## config.mk

```make
export PLATFORM = sky130hd
export DESIGN_NAME = game_session_ctrl_flat
export DESIGN_NICKNAME = d
export VERILOG_FILES = /design/src/rtl/game_session_if.sv /design/src/rtl/game_session_ctrl.sv /design/src/flat_wrapper.sv
export SDC_FILE = /design/constraint.sdc
export NUM_CORES = 1
export LEC_CHECK = 0
export ABC_AREA = 0
export CORE_AREA = 2 2 73 75
export DETAILED_ROUTE_END_ITERATION = 12
export DIE_AREA = 0 0 75 77
export PLACE_DENSITY = 0.72
export SKIP_LAST_GASP = 1
export SYNTH_ARGS = -nofsm -noshare
export SYNTH_HDL_FRONTEND = slang
export SYNTH_SLANG_ARGS = --single-unit
export TNS_END_PERCENT = 10
```

## constraint.sdc

```tcl
create_clock -name clk -period 3 [get_ports clk]
set_input_delay 0.45 -clock clk [delete_from_list [all_inputs] [get_ports clk]]
set_output_delay 0.45 -clock clk [all_outputs]
set_load 0.02 [all_outputs]
```

## src/rtl/game_session_if.sv

```systemverilog
// Key/timer handshake bundle between the typing-game session sequencer and its neighbours.
// The sequencer uses the slave modport; the key decoder/timer side uses master.
interface game_session_if;
  logic       key_valid;
  logic [7:0] key_code;
  logic       end_game;
  logic       menu_or_game;
  logic       start;
  logic [1:0] mode;
  logic [2:0] phase;
  logic [3:0] ready_left;
  logic       abort;

  modport master (
    output key_valid, key_code, end_game,
    input  menu_or_game, start, mode, phase, ready_left, abort
  );

  modport slave (
    input  key_valid, key_code, end_game,
    output menu_or_game, start, mode, phase, ready_left, abort
  );
endinterface

```

## src/rtl/game_session_ctrl.sv

```systemverilog
// Session sequencer: MENU -> READY -> PLAY (-> PAUSE) -> OVER -> MENU, driving the countdown timer.
// Optional pause support is built when GSC_PAUSE_EN is defined.
module game_session_ctrl #(
  parameter int CLK_HZ      = 25000000,
  parameter int READY_SECS  = 3,
  parameter int RESULT_SECS = 5
) (
  input  logic         clk,
  input  logic         rst,
  game_session_if.slave bus
);
  localparam int CW = (CLK_HZ > 1) ? $clog2(CLK_HZ) : 1;

  localparam logic [7:0] K_1     = 8'h31;
  localparam logic [7:0] K_2     = 8'h32;
  localparam logic [7:0] K_3     = 8'h33;
  localparam logic [7:0] K_ENTER = 8'h0D;
  localparam logic [7:0] K_ESC   = 8'h1B;
`ifdef GSC_PAUSE_EN
  localparam logic [7:0] K_TAB   = 8'h09;
`endif

  typedef enum logic [2:0] {
    MENU  = 3'd0,
    READY = 3'd1,
    PLAY  = 3'd2,
    PAUSE = 3'd3,
    OVER  = 3'd4
  } phase_e;

  phase_e        phase_q, phase_nxt;
  logic [CW-1:0] cnt_q, cnt_nxt;
  logic [3:0]    ready_q, ready_nxt;
  logic [3:0]    res_q, res_nxt;
  logic [1:0]    mode_q, mode_nxt;
  logic          abort_q, abort_nxt;
  logic          mog_q, mog_nxt;
  logic          start_q, start_nxt;
  logic          tick, k_enter, k_esc;

  assign tick    = (cnt_q == CW'(CLK_HZ - 1));
  assign k_enter = bus.key_valid && (bus.key_code == K_ENTER);
  assign k_esc   = bus.key_valid && (bus.key_code == K_ESC);

  always_ff @(posedge clk) begin
    if (rst) begin
      phase_q <= MENU;
      cnt_q   <= '0;
      ready_q <= '0;
      res_q   <= '0;
      mode_q  <= 2'b00;
      abort_q <= 1'b0;
      mog_q   <= 1'b1;
      start_q <= 1'b0;
    end else begin
      phase_q <= phase_nxt;
      cnt_q   <= cnt_nxt;
      ready_q <= ready_nxt;
      res_q   <= res_nxt;
      mode_q  <= mode_nxt;
      abort_q <= abort_nxt;
      mog_q   <= mog_nxt;
      start_q <= start_nxt;
    end
  end

  always_comb begin
    phase_nxt = phase_q;
    ready_nxt = ready_q;
    res_nxt   = res_q;
    mode_nxt  = mode_q;
    abort_nxt = abort_q;
    case (phase_q)
      MENU: begin
        if (bus.key_valid) begin
          case (bus.key_code)
            K_1:     mode_nxt = 2'b00;
            K_2:     mode_nxt = 2'b01;
            K_3:     mode_nxt = 2'b10;
            K_ENTER: begin
              phase_nxt = READY;
              ready_nxt = 4'(READY_SECS);
              abort_nxt = 1'b0;
            end
            default: ;
          endcase
        end
      end
      READY: begin
        // ESC beats a coincident tick so an abort never lands in PLAY
        if (k_esc) begin
          phase_nxt = MENU;
          ready_nxt = '0;
        end else if (tick) begin
          if (ready_q <= 4'd1) begin
            phase_nxt = PLAY;
            ready_nxt = '0;
          end else begin
            ready_nxt = ready_q - 4'd1;
          end
        end
      end
      PLAY: begin
        if (bus.end_game) begin
          phase_nxt = OVER;
          abort_nxt = 1'b0;
        end else if (k_esc) begin
          phase_nxt = OVER;
          abort_nxt = 1'b1;
        end
`ifdef GSC_PAUSE_EN
        else if (bus.key_valid && bus.key_code == K_TAB) begin
          phase_nxt = PAUSE;
        end
`endif
      end
`ifdef GSC_PAUSE_EN
      PAUSE: begin
        if (bus.end_game) begin
          phase_nxt = OVER;
          abort_nxt = 1'b0;
        end else if (k_esc) begin
          phase_nxt = OVER;
          abort_nxt = 1'b1;
        end else if (bus.key_valid && bus.key_code == K_TAB) begin
          phase_nxt = PLAY;
        end
      end
`endif
      OVER: begin
        if (k_enter || (tick && res_q == 4'(RESULT_SECS - 1))) begin
          phase_nxt = MENU;
        end else if (tick) begin
          res_nxt = res_q + 4'd1;
        end
      end
      default: begin
        phase_nxt = MENU;
        ready_nxt = '0;
      end
    endcase

    // every phase starts on a fresh full second
    if (phase_nxt != phase_q) begin
      cnt_nxt = '0;
      res_nxt = '0;
    end else if (tick) begin
      cnt_nxt = '0;
    end else begin
      cnt_nxt = cnt_q + 1'b1;
    end

    mog_nxt   = (phase_nxt == MENU);
    start_nxt = (phase_nxt == PLAY);
  end

  assign bus.phase        = phase_q;
  assign bus.menu_or_game = mog_q;
  assign bus.start        = start_q;
  assign bus.mode         = mode_q;
  assign bus.ready_left   = ready_q;
  assign bus.abort        = abort_q;
endmodule
```

## src/flat_wrapper.sv

```systemverilog
// flat-port wrapper written by rule: the top's interface ports become plain ports
module game_session_ctrl_flat 
#(
  parameter int CLK_HZ      = 25000000,
  parameter int READY_SECS  = 3,
  parameter int RESULT_SECS = 5
)
  (clk, rst, bus_key_valid, bus_key_code, bus_end_game, bus_menu_or_game, bus_start, bus_mode, bus_phase, bus_ready_left, bus_abort);
  game_session_if bus_i ();
  input  logic clk;
  input  logic rst;
  input wire logic [$bits(bus_i.key_valid)-1:0] bus_key_valid;
  input wire logic [$bits(bus_i.key_code)-1:0] bus_key_code;
  input wire logic [$bits(bus_i.end_game)-1:0] bus_end_game;
  output wire logic [$bits(bus_i.menu_or_game)-1:0] bus_menu_or_game;
  output wire logic [$bits(bus_i.start)-1:0] bus_start;
  output wire logic [$bits(bus_i.mode)-1:0] bus_mode;
  output wire logic [$bits(bus_i.phase)-1:0] bus_phase;
  output wire logic [$bits(bus_i.ready_left)-1:0] bus_ready_left;
  output wire logic [$bits(bus_i.abort)-1:0] bus_abort;
  assign bus_i.key_valid = bus_key_valid;
  assign bus_i.key_code = bus_key_code;
  assign bus_i.end_game = bus_end_game;
  assign bus_menu_or_game = bus_i.menu_or_game;
  assign bus_start = bus_i.start;
  assign bus_mode = bus_i.mode;
  assign bus_phase = bus_i.phase;
  assign bus_ready_left = bus_i.ready_left;
  assign bus_abort = bus_i.abort;
  game_session_ctrl #(.CLK_HZ(CLK_HZ), .READY_SECS(READY_SECS), .RESULT_SECS(RESULT_SECS)) u_core (.clk(clk), .rst(rst), .bus(bus_i));
endmodule
```

==> results.json <==
{
  "seqPwrFrac": 0.519,
  "synth_top_cell_by_area": "dfxtp_1",
  "switchingPower_w": 0.000215,
  "drt-initial-drc-count": 92,
  "slowest_stage": "or4_4",
  "rr_startpoint": "u_core.cnt_q[0]",
  "arrival_ns": 2.44,
  "slew_headroom": 0.430,
  "min-delay-start": "u_core.cnt_q[0]",
  "fin_crit_sh": 0.757,
  "dp.final_hpwl_um": 3290,
  "antenna_found_initial": 0,
  "root_buffer": "clkbuf_8",
  "fin_skew_ns": 0.00819,
  "postSynthCellCount": 254,
  "drt_drc_violations_left": 0,
  "rsz0062_at_grt": "no",
  "layout_common_cells": "dfxtp_1, clkdlybuf4s50_1, nor3_1",
  "synth-edff-count": 0,
  "grt_use_total": 0.174,
  "ys_seq_area_frac": 0.363,
  "cts_resized": 0,
  "critPathMaxStageDelay_ns": 0.57,
  "p_leak_nw": 0.852,
  "coreArea_um2": 4980,
  "comb_power_share": 0.046,
  "numCtsBuffers": 5,
  "synth_seq_cells": 41,
  "syn_area_um2": 2260,
  "synth.avg_cell_area_um2": 8.90,
  "post_cts_buffers": 0,
  "critPathMaxFanout": 29,
  "startpoint_type": "flip-flop",
  "worstMarginPinSlew_ns": 0.854,
  "end_kind": "flip-flop",
  "grt_max_degree": 30,
  "min_period_ns": 2.27,
  "final_common_cell": "dfxtp_1",
  "slew_violations": 0,
  "crit_start": "u_core.cnt_q[0]",
  "cts-htree-levels": 2,
  "clkPwrFrac": 0.435,
  "synth.distinct_cells": 52,
  "criticalPathCategory": "reg -> reg",
  "wl_um": 4570,
  "grt_pass1_wl_um": 8090,
  "power.density_nw_per_um2": 394,
  "die_h_um": 77,
  "finalSetupViolations": 0,
  "clkTransAtPathRegs_ns": 0.08,
  "finalNetCount": 297,
  "port_buffers": 23,
  "n_fill_cell": 456,
  "wl_per_cell_um": 13.0,
  "die_w_um": 75,
  "ctsHoldBuffers": 0,
  "final_area_um2": 2690,
  "die_area_um2": 5780,
  "drive_above_1_share": 0.0925,
  "grt_pass1_vias": 1821,
  "netlist.area_leader.share": 0.363,
  "path_cells": "ha_1 > and2_0 > nand2_1 > or4_4 > a22oi_2 > buf_4 > nor4_1",
  "outcome": "finished clean",
  "hold_class": "reg -> reg",
  "finalHoldViolations": 0,
  "start_util": 0.454,
  "fmax_mhz": 441,
  "synth_nets": 271,
  "firstDrtPassIters": 4,
  "ys.flop_type": "dfxtp_1",
  "viasPerCell": 5.47,
  "drv_cap": 0,
  "placed_area_um2": 2560,
  "place_congestion": 0.830,
  "grt_remaining_overflow": 0,
  "swShare": 0.203,
  "ys_warn_count": 0,
  "ant_nets": 0,
  "peakVddDrop_v": 0.000244,
  "io_pins": 24,
  "yosys-top-cells-area": "dfxtp_1, xnor2_1, nor4_1",
  "tritoncts": "built",
  "antennaDiodeCount": 0,
  "setup-tns-final_ns": 0,
  "crit_required_ns": 3.17,
  "cts.sinks": 41,
  "internal-power_w": 0.000843,
  "row_count": 26,
  "worst_skew_pair.late_latency_ns": 0.29,
  "syn2layout_area_growth_pct": 18.8,
  "async_flop_share": 0,
  "cts_buffer_depth": 2,
  "num_vias": 1920
}
## per-layer routing
metal / global-route usage / up-vias / wire length [um]
li1: - / 1002 / -
met2: 0.269 / 15 / 2130
met4: 0.0625 / 0 / 51
met1: 0.234 / 899 / 2290
met3: 0.0394 / 4 / 101
met5: 0 / - / 0
## worst max-delay path: cells and delay by family, from the launching register on
kind,cells,cell delay [ns]
AND/OR/NAND/NOR,4,1.07
flip-flops,1,0.36
buffers and inverters,1,0.33
adder cells (fa/ha/maj),1,0.19
AO/OA/AOI/OAI,1,0.19
## through the flow
stage	util	setup WS (ns)	cells	total power (W)	hold WS [ns]
detailed placement	0.515	0.446	343	0.000611	0.463
global route	0.539	0.550	351	0.00110	0.514
floorplan	-	0.949	254	0.000587	0.433
finish	0.539	0.730	351	0.00106	0.467
CTS	0.539	0.718	351	0.00108	0.475
global placement	0.515	0.463	343	0.000611	0.452
## Yosys cell counts, types with 2 or more instances
library cell,n
dfxtp_1,41
nor4b_2,2
ha_1,5
and4_1,3
a211oi_2,2
o31ai_1,2
nor3_1,19
nor3b_1,5
nand3b_1,2
a211oi_1,3
and2_1,2
clkbuf_1,2
nor2_1,13
nand3_1,7
buf_2,3
or4b_1,2
and3b_1,2
o32ai_1,2
xor2_1,9
nand4b_1,4
a21oi_1,10
inv_1,12
or3_1,5
nand2b_1,2
nand2_1,16
o21ai_0,6
and3_1,6
nand4_1,10
buf_6,3
a22oi_1,2
nor4_1,17
xnor2_1,15
## worst paths after layout
path | endpoint | slack, ns | cells past startpoint
setup / recovery | u_core.cnt_q[12] | 0.73 | 7
hold / removal | u_core.cnt_q[0] | 0.47 | 1
setup reg to reg | u_core.cnt_q[12] | 0.73 | 7
hold reg to reg | u_core.cnt_q[0] | 0.47 | 1
## cells by family (layout without fill, tap and decap cells)
family                   after synthesis  in the layout  synth area share
flip-flops                            41             41             0.363
AND/OR/NAND/NOR                      129            129             0.358
AO/OA/AOI/OAI                         34             34             0.111
XOR/XNOR                              24             24            0.0930
adder cells (fa/ha/maj)                5              5            0.0277
buffers and inverters                 21             48            0.0481
## power groups by stage
stage | Sequential [W] | Clock, W | Combinational (W)
final | 0.000550 | 0.000460 | 0.0000485
after CTS | 0.000550 | 0.000477 | 0.0000486
after floorplan | 0.000563 | 0 | 0.0000246
after detailed placement | 0.000563 | 0 | 0.0000484
after global placement | 0.000563 | 0 | 0.0000483
after global routing | 0.000551 | 0.000498 | 0.0000537
## cell type report
type,instances,area (um2),share of cell area
flip-flops and latches,41,821,0.306
well taps,70,87.6,0.0326
clock buffers,6,82.6,0.0308
multi-input cells,192,1330,0.496
inverters,12,45.0,0.0168
clock inverters,2,37.5,0.0140
repair buffers,28,280,0.104
## state kept, by name, indices dropped and copies added (netlist names)
name / cells
u_core.bus.abort: 1
u_core.bus.menu_or_game: 1
u_core.bus.mode: 2
u_core.bus.phase: 3
u_core.bus.ready_left: 4
u_core.bus.start: 1
u_core.cnt_q: 25
u_core.res_q: 4
Note: power is estimated with default switching activity, not from simulation.
